### config.mk
export PLATFORM = sky130hd
export DESIGN_NAME = pdm
export DESIGN_NICKNAME = d
export VERILOG_FILES = /design/src/rtl/pdm.sv
export SDC_FILE = /design/constraint.sdc
export NUM_CORES = 1
export LEC_CHECK = 0
export ABC_CLOCK_PERIOD_IN_PS = 4200
export BUFFER_PORTS_ARGS = -buffer_cell sky130_fd_sc_hd__buf_2
export CAP_MARGIN = 20
export CORE_ASPECT_RATIO = 0.7
export CORE_UTILIZATION = 40
export DETAILED_ROUTE_END_ITERATION = 8
export GPL_ROUTABILITY_DRIVEN = 0
export SLEW_MARGIN = 20
export SYNTH_ARGS = -nofsm -noshare
export SYNTH_HDL_FRONTEND = slang
export SYNTH_SLANG_ARGS = --single-unit
export TNS_END_PERCENT = 10
### constraint.sdc
create_clock -name clk -period 4.2 [get_ports clk]
set_clock_uncertainty 0.15 [all_clocks]
set_input_delay 0.84 -clock clk [delete_from_list [all_inputs] [get_ports clk]]
set_output_delay 0.84 -clock clk [all_outputs]
set_load 0.02 [all_outputs]
### src/rtl/pdm.sv
// Payload soft demapper: keeps the data subcarriers of each OFDM symbol and emits
// saturated soft bits through a small FWFT FIFO. `PDM_16QAM_EN builds the b2/b3 path.
module pdm #(
  parameter int N          = 512,
  parameter int DATA_START = 16,
  parameter int DATA_END   = 494,
  parameter int SHIFT      = 6,
  parameter int SW         = 6,
  parameter int QAM_THR    = 2048,
  parameter int FIFO_DEPTH = 16
) (
  input  logic               clk,
  input  logic               rst,
  input  logic [13:0]        di_re,
  input  logic [13:0]        di_im,
  input  logic               di_vld,
  input  logic               mod_sel,
  output logic [4*SW-1:0]    do_llr,
  output logic               do_last,
  output logic               do_vld,
  input  logic               do_rdy,
  output logic               ovf
);
  localparam int LW = 4 * SW;
  localparam int EW = LW + 1;
  localparam int AW = $clog2(FIFO_DEPTH);
  localparam logic signed [15:0] SMAX = 16'((1 << (SW - 1)) - 1);
  localparam logic signed [15:0] SMIN = -SMAX;

  // Symmetric clamp: -2^(SW-1) is never produced.
  function automatic logic [SW-1:0] sat(input logic signed [15:0] v);
    logic signed [15:0] s;
    s = v >>> SHIFT;
    if (s > SMAX)      sat = SW'(SMAX);
    else if (s < SMIN) sat = SW'(SMIN);
    else               sat = SW'(s);
  endfunction

  logic [9:0]  cnt;
  logic        kept;
  logic        s1_vld, s1_last;
  logic [13:0] s1_re, s1_im;

  always_comb kept = di_vld && (cnt >= 10'(DATA_START)) && (cnt <= 10'(DATA_END));

  // Any gap in di_vld realigns the symbol so the next valid sample is index 0.
  always_ff @(posedge clk) begin
    if (rst) begin
      cnt     <= '0;
      s1_vld  <= 1'b0;
      s1_last <= 1'b0;
      s1_re   <= '0;
      s1_im   <= '0;
    end else begin
      if (di_vld) cnt <= (cnt == 10'(N - 1)) ? '0 : cnt + 10'd1;
      else        cnt <= '0;
      s1_vld  <= kept;
      s1_last <= kept && (cnt == 10'(DATA_END));
      s1_re   <= di_re;
      s1_im   <= di_im;
    end
  end

  logic signed [15:0] re16, im16;
  logic [LW-1:0]      llr;

  always_comb begin
    re16 = {{2{s1_re[13]}}, s1_re};
    im16 = {{2{s1_im[13]}}, s1_im};
  end

`ifdef PDM_16QAM_EN
  logic               s1_mod;
  logic [14:0]        re_ext, im_ext, re_abs, im_abs;
  logic signed [15:0] re_diff, im_diff;

  always_ff @(posedge clk) begin
    if (rst) s1_mod <= 1'b0;
    else     s1_mod <= mod_sel;
  end

  always_comb begin
    re_ext  = {s1_re[13], s1_re};
    im_ext  = {s1_im[13], s1_im};
    re_abs  = re_ext[14] ? (~re_ext + 15'd1) : re_ext;
    im_abs  = im_ext[14] ? (~im_ext + 15'd1) : im_ext;
    re_diff = $signed(16'(QAM_THR)) - $signed({1'b0, re_abs});
    im_diff = $signed(16'(QAM_THR)) - $signed({1'b0, im_abs});
    llr     = '0;
    llr[SW-1:0]    = sat(re16);
    llr[2*SW-1:SW] = sat(im16);
    if (s1_mod) begin
      llr[3*SW-1:2*SW] = sat(re_diff);
      llr[4*SW-1:3*SW] = sat(im_diff);
    end
  end
`else
  logic unused_mod;
  assign unused_mod = mod_sel;

  always_comb begin
    llr = '0;
    llr[SW-1:0]    = sat(re16);
    llr[2*SW-1:SW] = sat(im16);
  end
`endif

  // FWFT FIFO; pointers carry one extra wrap bit to tell full from empty.
  logic [EW-1:0] mem [FIFO_DEPTH];
  logic [AW:0]   wr_ptr, rd_ptr;
  logic          empty, full, rd_en, wr_en;
  logic [EW-1:0] head;

  always_comb begin
    empty = (wr_ptr == rd_ptr);
    full  = (wr_ptr[AW] != rd_ptr[AW]) && (wr_ptr[AW-1:0] == rd_ptr[AW-1:0]);
    rd_en = !empty && do_rdy;
    wr_en = s1_vld && (!full || rd_en);
    head  = mem[rd_ptr[AW-1:0]];
  end

  always_ff @(posedge clk) begin
    if (wr_en) mem[wr_ptr[AW-1:0]] <= {s1_last, llr};
  end

  always_ff @(posedge clk) begin
    if (rst) begin
      wr_ptr <= '0;
      rd_ptr <= '0;
      ovf    <= 1'b0;
    end else begin
      if (wr_en) wr_ptr <= wr_ptr + 1'b1;
      if (rd_en) rd_ptr <= rd_ptr + 1'b1;
      if (s1_vld && full && !rd_en) ovf <= 1'b1;
    end
  end

  always_comb begin
    do_vld  = !empty;
    do_llr  = empty ? '0 : head[LW-1:0];
    do_last = !empty && head[LW];
  end
endmodule

==> results.md <==
* DRC viols at 0
* # diodes at 0
* Post-CTS Setup Bufs at 0
* Average wire per cell in the routed design at about 22 um
* CP max-delay cell: dfxtp_2
* Sequential area share after synthesis at 70.6%
* Die width at about 190 um
* Crit Path Class: reg2out
* Post-CTS Hold Fix Bufs at 0
* Synth cell types at between 40 and 50
* P_int at roughly 3.8 mW
* Num ports at 60
* Min-Delay Path Class: reg2reg
* Routed Antenna Nets at 0
* Cell area power density at about 430 nW/um^2
* Final setup fails at 0
* Final worst-path cycle share at between 80% and 90%
* Fin Setup TNS at 0 ns
* Slowest stage delay, CP at 0.69 ns
* CTS buffer count at 23
* Slew margin rel. at approximately a third
* Detailed Place HPWL at 13400 um
* Run status: complete, no violations
* Worst VDD drop at between 200 and 300 uV
* Endpoint of the worst-slack reg-to-reg timing path: mem[5][6]
* DR iter-0 viols at roughly 490
* Post-synthesis cell area at approximately 10000 sq um
* Top delay family on crit path: simple AND/OR/NAND/NOR gates
* Yosys warnings at 0
* DR vias/cell at roughly 5.4
* Worst Max-Slew Pin Slew at between 1 and 1.5 ns
* Peak Freq at 274 MHz
* Total Wirelength at between 20000 and 25000 um
* Worst EP required at ~3.2 ns
* Reg clk slew, reported paths at ~0.070 ns
* Period minus WS final at ~3.7 ns
* Sequential power share at 57.4%
* Vias at ~5300
* Max clock buf depth at 3
* Die area at 25800 sq um
* Total iterations of the first detailed-routing run at 4
* Sw Pwr at 0.935 mW
* CTS tree: built
* CP Depth at 4
* Lkg Pwr at about 3.6 nW
* Die Y at ~130 um
* Grt ovf at 0
* Clock Latency Late Sink at around 0.5 ns
* Worst hold slack at between 0.3 and 0.4 ns
* Sw Ratio at between 15 and 20%
* Mapped Cells at about 600
* Post-synth ARST share at 0%
* Number of synthesized flops with an enable pin at between 200 and 250
* Critical path endpoint: do_llr[1]
* H-tree depth reported by CTS at 1
* Clk network pwr share at between 40% and 50%
* Worst path cell trace: nand2b_1, o22ai_1, nor3_1, buf_2
* Share of cells above drive strength 1 at 24.8%
* Global-route wire length before repair at approximately 32000 um
* Root buf cell: clkbuf_16
* Startpoint Class: register
* Critical path peak fanout at 15
* Critical Path AT at around 2.7 ns
* Fin util at 45.5%
* Pins Over Slew Limit at 0
* Post-CTS sizing at 0
* Fillcell total at approximately 2100
* Logic pwr share at under 10%
* Port Buffers at 34
* Mean Syn Cell Area at about 17 sq um
* # Max-Cap Violations at 0
* Yosys reg bits at around 250
* Layout area overhead at 11.5%
* R2R Setup Slk at around 1.5 ns
* Cells on worst reg2reg path at 4
* CORE AREA at between 20000 and 25000 sq um
* Initial Util at about two fifths
* Synth Flop Type: edfxtp_1
* Crit path buffers/inverters at 1
* Std-Cell Rows at 48
* CP endpoint kind: primary output
* # nets final at 669
* Clock Sinks at 251
* RSZ-0062 raised after global routing: no
* Initial antenna violation count at 0
* Vias in the first global route at 5262
* Largest net degree at the start of global routing at 37
* Total track usage at approximately 17%
* Hold Fails Final Rpt at 0
* Reg-to-reg startpoint: wr_ptr[2]
==> cells in the mapped netlist (all sizes together), types with 6 or more instances <==
| master | number | area (sq um) |
|---|---|---|
| nand2 | 22 | 82.6 |
| nor2 | 47 | 176 |
| nor2b | 22 | 138 |
| mux2 | 6 | 67.6 |
| nand3 | 7 | 35.0 |
| and4 | 9 | 81.3 |
| a21oi | 13 | 76.3 |
| inv | 10 | 37.5 |
| and3 | 8 | 50.1 |
| o22ai | 26 | 163 |
| buf | 25 | 191 |
| dfxtp | 43 | 861 |
| edfxtp | 208 | 6250 |
| nor3 | 20 | 145 |
| clkbuf | 19 | 71.3 |
| ha | 7 | 87.6 |
| xnor2 | 9 | 86.3 |
| mux4 | 52 | 1170 |
==> power by group through the flow <==
stage | registers, mW | logic (mW) | clock network [mW]
2_1_floorplan | 2.78 | 0.0755 | 0
3_3_place_gp | 2.79 | 0.0892 | 0
3_5_place_dp | 2.79 | 0.0974 | 0
4_1_cts | 2.74 | 0.0974 | 1.97
5_1_grt | 2.74 | 0.113 | 2.06
6_report | 2.74 | 0.102 | 1.93
==> placed cells by master, fill, tap and decap left out, drive strengths merged, types with 5 or more instances in the layout <==
| master | netlist | routed |
|---|---|---|
| a21oi | 13 | 13 |
| and3 | 8 | 8 |
| and4 | 9 | 9 |
| buf | 25 | 44 |
| clkbuf | 19 | 34 |
| clkinv | 0 | 5 |
| conb | 1 | 12 |
| dfxtp | 43 | 43 |
| edfxtp | 208 | 208 |
| ha | 7 | 7 |
| inv | 10 | 10 |
| mux2 | 6 | 6 |
| mux4 | 52 | 52 |
| nand2 | 22 | 22 |
| nand3 | 7 | 7 |
| nand4 | 5 | 5 |
| nor2 | 47 | 47 |
| nor2b | 22 | 22 |
| nor3 | 20 | 20 |
| o22ai | 26 | 26 |
| xnor2 | 9 | 9 |
==> worst reg2reg max path: stages, from the launching register on <==
cell and delay [ns]:
dfxtp_1 0.57, xnor2_1 0.14, and4_4 0.26, a21oi_4 0.32, and4_1 0.92
==> through the flow <==
step | power (mW) | cell area, sq um | setup WS, ns | instances
floorplan | 2.86 | 10100 | 1.52 | 604
global placement | 2.88 | 10500 | 1.04 | 929
detailed placement | 2.89 | 10500 | 1.00 | 929
CTS | 4.81 | 11200 | 0.463 | 969
global route | 4.91 | 11200 | 0.359 | 969
finish | 4.77 | 11200 | 0.546 | 969
==> worst min path at each step <==
stage                 from  endpoint  slack [ns]  cells past startpoint
finish                 ovf       ovf        0.34                      2
global route           ovf       ovf        0.37                      2
CTS                    ovf       ovf        0.34                      2
detailed placement     ovf       ovf        0.32                      2
global placement       ovf       ovf        0.30                      2
floorplan           cnt[0]    cnt[0]        0.30                      1
==> logic make-up after synthesis <==
kind of cell               after synthesis  share of synthesized area (%)
muxes                                   59                           12.4
AOI/OAI and AO/OA                       56                           3.74
other                                    1                         0.0373
DFF                                    251                           70.6
adders and majority gates                7                          0.870
xor gates and xnor gates                12                           1.12
buffers and inverters                   54                           2.98
and+or+nand+nor                        153                           8.20
==> state kept, by name, indices dropped and copies added (netlist names), named ones only <==
register	flops
rd_ptr	5
wr_ptr	5
s1_vld	1
cnt	10
s1_re	8
s1_im	8
ovf	1
s1_last	1
mem	208
==> layout make-up <==
cell class,instances,area (sq um),share of cell area [%]
Multi-Input combinational cell,299,2730,24.3
Clock inverter,6,52.6,0.468
Tap cell,325,407,3.62
Timing Repair Buffer,44,258,2.30
Sequential cell,251,7110,63.4
Clock buffer,34,627,5.59
Inverter,10,37.5,0.335
==> layer usage <==
metal | part of all wire, % | GRT usage, % | up-vias | wire [um]
met3 | 5.0 | 3.09 | 27 | 1050
met5 | 0 | 0 | - | 0
met1 | 46 | 24.1 | 2744 | 9630
met4 | 1.5 | 3.26 | 0 | 310
met2 | 48 | 27.5 | 138 | 10000
li1 | - | - | 2362 | -
No activity file was read; power rests on OpenSTA's default activity.
